$ cat config.mk
export PLATFORM = sky130hd
export DESIGN_NAME = avalon_debug_master
export DESIGN_NICKNAME = d
export VERILOG_FILES = /design/src/rtl/debug_pkg.sv /design/src/rtl/debug_timeout_counter.sv /design/src/rtl/avalon_debug_master.sv
export SDC_FILE = /design/constraint.sdc
export NUM_CORES = 1
export LEC_CHECK = 0
export BUFFER_PORTS_ARGS = -buffer_cell sky130_fd_sc_hd__buf_2
export CAP_MARGIN = 15
export CELL_PAD_IN_SITES_DETAIL_PLACEMENT = 1
export CELL_PAD_IN_SITES_GLOBAL_PLACEMENT = 1
export CORE_AREA = 2 2 117 96
export DETAILED_ROUTE_END_ITERATION = 10
export DIE_AREA = 0 0 119 98
export PLACE_DENSITY_LB_ADDON = 0.1
export SLEW_MARGIN = 20
export SYNTH_ARGS = -nofsm -noshare
export SYNTH_HDL_FRONTEND = slang
export SYNTH_HIERARCHICAL = 1
export SYNTH_SLANG_ARGS = --single-unit
$ cat constraint.sdc
create_clock -name CLK -period 2.7 [get_ports CLK]
set_input_delay 0.54 -clock CLK [delete_from_list [all_inputs] [get_ports CLK]]
set_output_delay 0.54 -clock CLK [all_outputs]
set_load 0.02 [all_outputs]
$ cat src/rtl/debug_pkg.sv
// ----------------------------------------------------------------------------
// debug_pkg
// Shared definitions for the debug-slave Avalon master: the FSM state type,
// the debug register window indices and the control-register bit positions
// that the host bridge uses to halt, step and inspect the core.
// ----------------------------------------------------------------------------
package debug_pkg;

  typedef enum logic [1:0] {
    IDLE   = 2'd0,
    ACCESS = 2'd1,
    RDWAIT = 2'd2,
    RESP   = 2'd3
  } state_e;

  // Debug slave register window (word addresses)
  localparam logic [2:0] DBG_CTRL  = 3'd0;
  localparam logic [2:0] DBG_IADDR = 3'd1;
  localparam logic [2:0] DBG_EADDR = 3'd2;
  localparam logic [2:0] DBG_DATA  = 3'd3;

  // Bit positions inside DBG_CTRL
  localparam int unsigned CTRL_NDEBUG  = 0;
  localparam int unsigned CTRL_RUN     = 1;
  localparam int unsigned CTRL_SEL_LSB = 3;

endpackage

$ cat src/rtl/debug_timeout_counter.sv
// ----------------------------------------------------------------------------
// debug_timeout_counter
// Counts consecutive stall cycles of one bus access and flags the cycle in
// which the LIMIT-th stall is being counted, so the master can abort at the
// same edge. The count saturates at LIMIT.
//
// Ports:
//   clk_i      clock
//   rst_ni     asynchronous active-low reset
//   clear_i    restart the count (start of a new access)
//   inc_i      this cycle is a stall cycle
//   expired_o  high while counting the LIMIT-th consecutive stall
// ----------------------------------------------------------------------------
module debug_timeout_counter #(
  parameter int unsigned LIMIT = 255
) (
  input  logic clk_i,
  input  logic rst_ni,
  input  logic clear_i,
  input  logic inc_i,
  output logic expired_o
);

  localparam int unsigned CNT_W = $clog2(LIMIT + 1);
  localparam logic [CNT_W-1:0] LAST = CNT_W'(LIMIT - 1);
  localparam logic [CNT_W-1:0] MAX  = CNT_W'(LIMIT);

  logic [CNT_W-1:0] count_q, count_d;

  always_comb begin
    count_d = count_q;
    if (clear_i) begin
      count_d = '0;
    end else if (inc_i && (count_q != MAX)) begin
      count_d = count_q + 1'b1;
    end
  end

  always_ff @(posedge clk_i or negedge rst_ni) begin
    if (!rst_ni) begin
      count_q <= '0;
    end else begin
      count_q <= count_d;
    end
  end

  // Look-ahead: the stall being counted now is the LIMIT-th one.
  assign expired_o = inc_i && (count_q >= LAST);

endmodule

$ cat src/rtl/avalon_debug_master.sv
// ----------------------------------------------------------------------------
// avalon_debug_master
// Avalon-MM master for the debug slave register window. Accepts one host
// command at a time, runs a single read or write on the bus honouring
// waitrequest, and returns read data or a timeout error. All outputs are
// registered.
//
// Ports:
//   CLK, RST                 clock, asynchronous active-low reset
//   cmd_valid/cmd_ready      command handshake
//   cmd_write/addr/wdata     command payload (1 = write)
//   rsp_valid/rsp_ready      response handshake
//   rsp_rdata/rsp_error      read data (0 for writes/errors), timeout flag
//   chipselect, address, write, writedata, read, readdata, waitrequest
//                            Avalon-MM master side
//
// state  | meaning
// -------+-------------------------------------------------------------
// IDLE   | cmd_ready high, waiting for a command
// ACCESS | strobes on the bus, waiting for waitrequest low or timeout
// RDWAIT | read accepted, counting fixed read latency, bus idle
// RESP   | response held until rsp_ready
// ----------------------------------------------------------------------------
module avalon_debug_master
  import debug_pkg::*;
#(
  parameter int unsigned ADDR_W       = 3,
  parameter int unsigned DATA_W       = 32,
  parameter int unsigned READ_LATENCY = 1,
  parameter int unsigned TIMEOUT      = 255
) (
  input  logic              CLK,
  input  logic              RST,
  input  logic              cmd_valid,
  output logic              cmd_ready,
  input  logic              cmd_write,
  input  logic [ADDR_W-1:0] cmd_addr,
  input  logic [DATA_W-1:0] cmd_wdata,
  output logic              rsp_valid,
  input  logic              rsp_ready,
  output logic [DATA_W-1:0] rsp_rdata,
  output logic              rsp_error,
  output logic              chipselect,
  output logic [ADDR_W-1:0] address,
  output logic              write,
  output logic [DATA_W-1:0] writedata,
  output logic              read,
  input  logic [DATA_W-1:0] readdata,
  input  logic              waitrequest
);

  localparam logic [1:0] LAT_LOAD = (READ_LATENCY > 0) ? 2'(READ_LATENCY - 1) : 2'd0;

  state_e            state_q, state_d;
  logic              cmd_ready_q, cmd_ready_d;
  logic              chipselect_q, chipselect_d;
  logic              write_q, write_d;
  logic              read_q, read_d;
  logic [ADDR_W-1:0] address_q, address_d;
  logic [DATA_W-1:0] writedata_q, writedata_d;
  logic              rsp_valid_q, rsp_valid_d;
  logic [DATA_W-1:0] rsp_rdata_q, rsp_rdata_d;
  logic              rsp_error_q, rsp_error_d;
  logic [1:0]        lat_q, lat_d;

  logic tmo_clear, tmo_inc, tmo_expired;

  debug_timeout_counter #(
    .LIMIT (TIMEOUT)
  ) u_tmo (
    .clk_i     (CLK),
    .rst_ni    (RST),
    .clear_i   (tmo_clear),
    .inc_i     (tmo_inc),
    .expired_o (tmo_expired)
  );

  always_comb begin
    state_d      = state_q;
    cmd_ready_d  = cmd_ready_q;
    chipselect_d = chipselect_q;
    write_d      = write_q;
    read_d       = read_q;
    address_d    = address_q;
    writedata_d  = writedata_q;
    rsp_valid_d  = rsp_valid_q;
    rsp_rdata_d  = rsp_rdata_q;
    rsp_error_d  = rsp_error_q;
    lat_d        = lat_q;
    tmo_clear    = 1'b0;
    tmo_inc      = 1'b0;

    case (state_q)
      IDLE: begin
        cmd_ready_d = 1'b1;
        if (cmd_valid && cmd_ready_q) begin
          // Strobes are loaded here so they appear in the first ACCESS cycle.
          cmd_ready_d  = 1'b0;
          chipselect_d = 1'b1;
          write_d      = cmd_write;
          read_d       = !cmd_write;
          address_d    = cmd_addr;
          writedata_d  = cmd_wdata;
          tmo_clear    = 1'b1;
          state_d      = ACCESS;
        end
      end

      ACCESS: begin
        if (!waitrequest) begin
          // Acceptance takes priority over a timeout expiring this cycle.
          chipselect_d = 1'b0;
          write_d      = 1'b0;
          read_d       = 1'b0;
          if (write_q) begin
            rsp_valid_d = 1'b1;
            rsp_rdata_d = '0;
            rsp_error_d = 1'b0;
            state_d     = RESP;
          end else if (READ_LATENCY == 0) begin
            rsp_valid_d = 1'b1;
            rsp_rdata_d = readdata;
            rsp_error_d = 1'b0;
            state_d     = RESP;
          end else begin
            lat_d   = LAT_LOAD;
            state_d = RDWAIT;
          end
        end else begin
          tmo_inc = 1'b1;
          if (tmo_expired) begin
            chipselect_d = 1'b0;
            write_d      = 1'b0;
            read_d       = 1'b0;
            rsp_valid_d  = 1'b1;
            rsp_rdata_d  = '0;
            rsp_error_d  = 1'b1;
            state_d      = RESP;
          end
        end
      end

      RDWAIT: begin
        if (lat_q == 2'd0) begin
          rsp_valid_d = 1'b1;
          rsp_rdata_d = readdata;
          rsp_error_d = 1'b0;
          state_d     = RESP;
        end else begin
          lat_d = lat_q - 2'd1;
        end
      end

      RESP: begin
        if (rsp_ready) begin
          rsp_valid_d = 1'b0;
          rsp_rdata_d = '0;
          rsp_error_d = 1'b0;
          cmd_ready_d = 1'b1;
          state_d     = IDLE;
        end
      end

      default: begin
        state_d = IDLE;
      end
    endcase
  end

  always_ff @(posedge CLK or negedge RST) begin
    if (!RST) begin
      state_q      <= IDLE;
      cmd_ready_q  <= 1'b0;
      chipselect_q <= 1'b0;
      write_q      <= 1'b0;
      read_q       <= 1'b0;
      address_q    <= '0;
      writedata_q  <= '0;
      rsp_valid_q  <= 1'b0;
      rsp_rdata_q  <= '0;
      rsp_error_q  <= 1'b0;
      lat_q        <= 2'd0;
    end else begin
      state_q      <= state_d;
      cmd_ready_q  <= cmd_ready_d;
      chipselect_q <= chipselect_d;
      write_q      <= write_d;
      read_q       <= read_d;
      address_q    <= address_d;
      writedata_q  <= writedata_d;
      rsp_valid_q  <= rsp_valid_d;
      rsp_rdata_q  <= rsp_rdata_d;
      rsp_error_q  <= rsp_error_d;
      lat_q        <= lat_d;
    end
  end

  assign cmd_ready  = cmd_ready_q;
  assign chipselect = chipselect_q;
  assign write      = write_q;
  assign read       = read_q;
  assign address    = address_q;
  assign writedata  = writedata_q;
  assign rsp_valid  = rsp_valid_q;
  assign rsp_rdata  = rsp_rdata_q;
  assign rsp_error  = rsp_error_q;

endmodule
Yosys cells after proc, flatten, opt, wreduce, memory -nomap -nowiden

Index checks and enable logic that the tools add are counted.

Flip-flop bits (word level): 85
Output and inout port bits: 73
Word-level logic and storage cells: 88

Add/sub/neg operators: 2
Magnitude comparators: 1
Equal/unequal tests: 12
Muxes and demuxes: 44
Reductions and logical operators: 17

Operator list:

| operator                                                 | count |
|---|---|
| two-way mux 32 bit                                       | 5 |
| one-hot mux 32 bit (3 select lines)                      | 1 |
| two-way mux 1 bit                                        | 20 |
| two-way mux 2 bit                                        | 8 |
| two-way mux 8 bit                                        | 2 |
| inequality test 2 bit, second input constant             | 6 |
| adder 8 x 1 -> 8 bit, second input constant              | 1 |
| greater-or-equal comparator 8 bit, second input constant | 1 |
| inequality test 8 bit, second input constant             | 1 |
| one-hot mux 1 bit (2 select lines)                       | 4 |
| one-hot mux 2 bit (4 select lines)                       | 1 |
| AND reduction 4 bit                                      | 2 |
| nonzero test 2 bit                                       | 4 |
| inequality test 3 bit, second input constant             | 2 |
| one-hot mux 1 bit (3 select lines)                       | 2 |
| AND reduction 5 bit                                      | 1 |
| == test 2 bit, second input constant                     | 2 |
| logical NOT 2 bit                                        | 2 |
| one-hot mux 2 bit (2 select lines)                       | 1 |
| AND reduction 2 bit                                      | 2 |
| logical AND 1 bit                                        | 3 |
| AND reduction 3 bit                                      | 1 |
| nonzero test 3 bit                                       | 1 |
| == test 2 x 1 -> 1 bit, second input constant            | 1 |
| 2 further kinds                                          | 2 |

Depth between registers and ports, before layout

Depth after elaboration: 6
Gate-level depth with buffers: 11
Depth with buffers taken out: 9

By module

The synthesis kept the hierarchy.

By module, submodules not included:

| module                | times used | cells each | area an instance (um2) |
|---|---|---|---|
| avalon_debug_master   | 1          | 272        | 3,390.8 |
| debug_timeout_counter | 1          | 52         | 491.7 |

Worst setup path after synthesis

Ideal clock, no wire load.

Path kind: register to register
Start: reg state_q[1]
End: reg rsp_rdata_q[10] (netlist: rsp_rdata[10])
Setup time: 0.124 ns
Data arrival time: 2.053 ns
Data required time: 2.576 ns
Path slack: 0.523 ns
Cell stages (with the launch flop): 12
Cell sequence: dfrtp_1 -> inv_1 -> ha_1 -> and2_2 -> buf_2 -> o21ai_0 -> nor3_1 -> nand3b_1 -> a21boi_4 -> nand3_4 -> buf_6 -> mux2i_1

Word-level cells in the longest chain between the ends: 5
Elaborated cells on any way between the ends: 12
Classes of those cells: eq/ne: 7; mux: 2; reduce/logical: 3

Ends and longest elaborated chain:

| element                         | line                        | text |
|---|---|---|
| start, declared                 | avalon_debug_master.sv:54   | `state_e state_q, state_d;` |
| start signal, assigned          | avalon_debug_master.sv:184  | `state_q <= state_d;` |
| == test 2 x 1 -> 1 bit          | avalon_debug_master.sv:93   | `case (state_q)` |
| two-way mux 1 bit               | avalon_debug_master.sv:93   |  |
| via tmo_inc                     | avalon_debug_master.sv:66   | `logic tmo_clear, tmo_inc, tmo_expired;` |
| logical AND 1 bit               | debug_timeout_counter.sv:48 | `assign expired_o = inc_i && (count_q >= LAST);` |
| via tmo_expired                 | avalon_debug_master.sv:66   |  |
| inequality test 3 bit (no line) | -                           |  |
| AND reduction 5 bit (no line)   | -                           |  |
| end signal, assigned            | avalon_debug_master.sv:192  | `rsp_rdata_q <= rsp_rdata_d;` |
| end, declared                   | avalon_debug_master.sv:62   | `logic [DATA_W-1:0] rsp_rdata_q, rsp_rdata_d;` |

The timed path passes the listed nets, and every way through them passes these cells.
A chain may end at the register's enable or synchronous reset.

Worst setup path after layout

Start: reg state_q[1]
End: reg rsp_rdata_q[4] (netlist: rsp_rdata[4])

The elaborated chain is that of the path after synthesis.

==> results_dict.tcl <==
set metrics [dict create \
    leakage_nw 2.65 \
    crit_path_start_kind "flip-flop" \
    areaGrowthSynthToFinish_pct 29.8 \
    register_area_um2 2130 \
    setup-violations-final 0 \
    core_um2 10600 \
    grtUsageTotal_pct 17.0 \
    path_class "reg -> reg" \
    fillers 1214 \
    yosysSeqAreaShare_pct 54.8 \
    syn_area_per_cell_um2 12.0 \
    hold_violations 0 \
    nets 555 \
    drive_gt1_share_pct 45.7 \
    power.density_nw_per_um2 1340 \
    vias 2867 \
    die_h_um 98 \
    cts_hold_buffers 0 \
    ys_ff_latch 85 \
    dr.pass1.iters 3 \
    gp_congestion 0.700 \
    max_freq_ghz 0.417 \
    drc_errors 0 \
    grt_pass1_vias 3127 \
    cp_top_family "simple AND/OR/NAND/NOR gates" \
    grt_max_degree 64 \
    antenna_found_initial 0 \
    num_antenna_cells 0 \
    cp.required_ns 2.95 \
    slowest_delay_ns 0.44 \
    cp_max_fo 32 \
    syn-num-nets 407 \
    numCtsBuffers 9 \
    muxShareOfSynthArea_pct 20.4 \
    synth_cell_types 42 \
    wl_per_cell_um 15.0 \
    drv_slew 0 \
    critPathBufInv 2 \
    rsz0062_at_grt "false" \
    outcome "finished clean" \
    clk_path_buf_depth 2 \
    netlist_area_um2 3880 \
    routed_wl_mm 9.32 \
    io_pins 146 \
    slew_headroom_pct 70.0 \
    synth_cells 324 \
    cap_violations 0 \
    pre_cts_slack_ns 0.236 \
    synthFlopType "dfrtp_1" \
    worst_skew_pair.late_latency_ns 0.33 \
    drtAntennaViolNets 0 \
    layout_common_cells "buf_2 (144), dfrtp_1 (85), inv_1 (42)" \
    cp-end-kind "flip-flop" \
    synth-compound-area-share_pct 5.00 \
    async_flop_share_pct 100 \
    dp_hpwl_mm 6.79 \
    clk_pin_slew_ns 0.06 \
    htree_num_levels 3 \
    fin_crit_ns 2.40 \
    synth_top_family_by_area "multiplexers" \
    dieArea_um2 11700 \
    synth_xor_area_share_pct 0 \
    grt_first_pass_wirelength_mm 15.7 \
    first_iter_violations 111 \
    initial_core_util_pct 36.7 \
    cts_tree "built" \
    numPortBuffers 145 \
    cp.arrival_ns 2.64 \
    rows 34 \
    layout_setup_ws_ns 0.300 \
    min_period_over_period_pct 88.9 \
    yosys.area_share.simple_pct 9.76 \
    grt-ovfl-total 0 \
    crit_chain "inv_1 -> ha_2 -> and2_2 -> o21ai_0 -> nor3_1 -> nand3b_1 -> a21boi_4 -> nand3_4 -> buf_12 -> mux2i_1" \
    peakVddDrop_mv 0.599 \
    synth-adder-area-share_pct 3.22 \
    cts_root_buf "clkbuf_16" \
    finClkSkew_ns 0.00795 \
    synth_edf_count 0 \
    min_path_type "in -> async" \
    yosysWarnings 6 \
    worst_pin_slew_ns 0.451 \
    critPathSlowestCell "dfrtp_1" \
    die_w_um 119 \
    numClockSinks 85 \
    multi_input_comb_area_um2 1490 \
    via_per_inst 4.62 \
    final_common_cell "buf_2" \
    fin_setup_tns_ns 0 \
]
[per-layer routing]
layer | track usage [%] | vias to the layer above | share of wire, %
met4 | 5.40 | 0 | 1.1
met1 | 20.5 | 1393 | 44
met2 | 28.6 | 93 | 47
met3 | 5.90 | 12 | 7.7
met5 | 0 | - | 0
li1 | - | 1369 | -
[kinds of logic (layout without fill, tap and decap cells)]
kind of cell,after synthesis,after routing
muxes,74,74
and+or+nand+nor,74,74
AOI/OAI and AO/OA,27,27
adders and majority gates,10,10
DFF,85,85
buffers and inverters,54,207
[cell usage after synthesis, types with 2 or more instances]
cell	n	area, um2
nor3_1	3	15.0
ha_1	10	125
clkbuf_8	3	41.3
mux2_2	41	462
o21ai_0	10	50.1
a211oi_1	2	15.0
a21oi_1	3	15.0
buf_2	4	20.0
nand3_2	2	20.0
nand2b_1	2	12.5
a31oi_1	2	12.5
nor2b_1	2	12.5
inv_1	42	158
dfrtp_1	85	2130
o211a_1	2	20.0
mux2i_1	33	330
nand2_1	41	154
nor2_1	5	18.8
nand3_1	6	30.0
buf_6	3	33.8
and4_1	2	17.5
[path summary, 6_finish.rpt]
| check | start | to | slack, ns | cells past startpoint |
|---|---|---|---|---|
| max | state_q[1] | rsp_rdata[4] | 0.30 | 10 |
| min | RST | lat_q[0] | 0.1 | 1 |
| max reg2reg | state_q[1] | rsp_rdata[4] | 0.30 | 10 |
| min reg2reg | lat_q[1] | lat_q[1] | 0.49 | 2 |
| max in group asynchronous | RST | rsp_rdata[13] | 1.95 | 2 |
| min in group CLK | cmd_wdata[22] | writedata[22] | 0.44 | 2 |
[timing repair]
action	4_1_cts	5_1_grt
setup buffers	0	0
resized for setup	0	1
endpoints found under the setup margin	0	1
[report_power, final]
part           switching [W]  total [W]  leakage, nW  internal (W)
logic                0.00195    0.00331         1.43       0.00136
registers           0.000336    0.00223         1.07       0.00189
clock network       0.000481    0.00120        0.148      0.000721
total                0.00277    0.00674         2.65       0.00397
[worst register-to-register path: stages (launching register included)]
cell and delay [ns]:
dfrtp_1 0.44, inv_1 0.16, ha_2 0.28, and2_2 0.27
o21ai_0 0.11, nor3_1 0.13, nand3b_1 0.15, a21boi_4 0.26
nand3_4 0.11, buf_12 0.21, mux2i_1 0.20
[final cells by class]
cell class                 instances  area share [%]
clock inverter                     3           0.348
tap                              144            3.58
timing repair buffer             149            15.5
multi-input combinational        185            29.6
clock buffer                      13            5.56
sequential                        85            42.2
inverter                          42            3.13
[sequential cells by signal (all words and copies together) (netlist names)]
signal and cells:
cmd_ready 1, state_q 2, u_tmo/count_q 8, lat_q 2
read 1, writedata 32, write 1, address 3
chipselect 1, rsp_error 1, rsp_rdata 32, rsp_valid 1
[through the flow]
stage	utilization (%)	power (W)	instance area [um2]	hold slack (ns)	cells
after floorplan	-	0.00462	3880	0.244	324
after global placement	44.7	0.00550	4740	0.461	605
after detailed placement	44.7	0.00561	4740	0.468	605
after CTS	47.5	0.00685	5040	0.104	621
after global routing	47.6	0.00726	5040	0.110	621
final	47.6	0.00674	5040	0.0994	621
(Power assumes the default switching activity.)
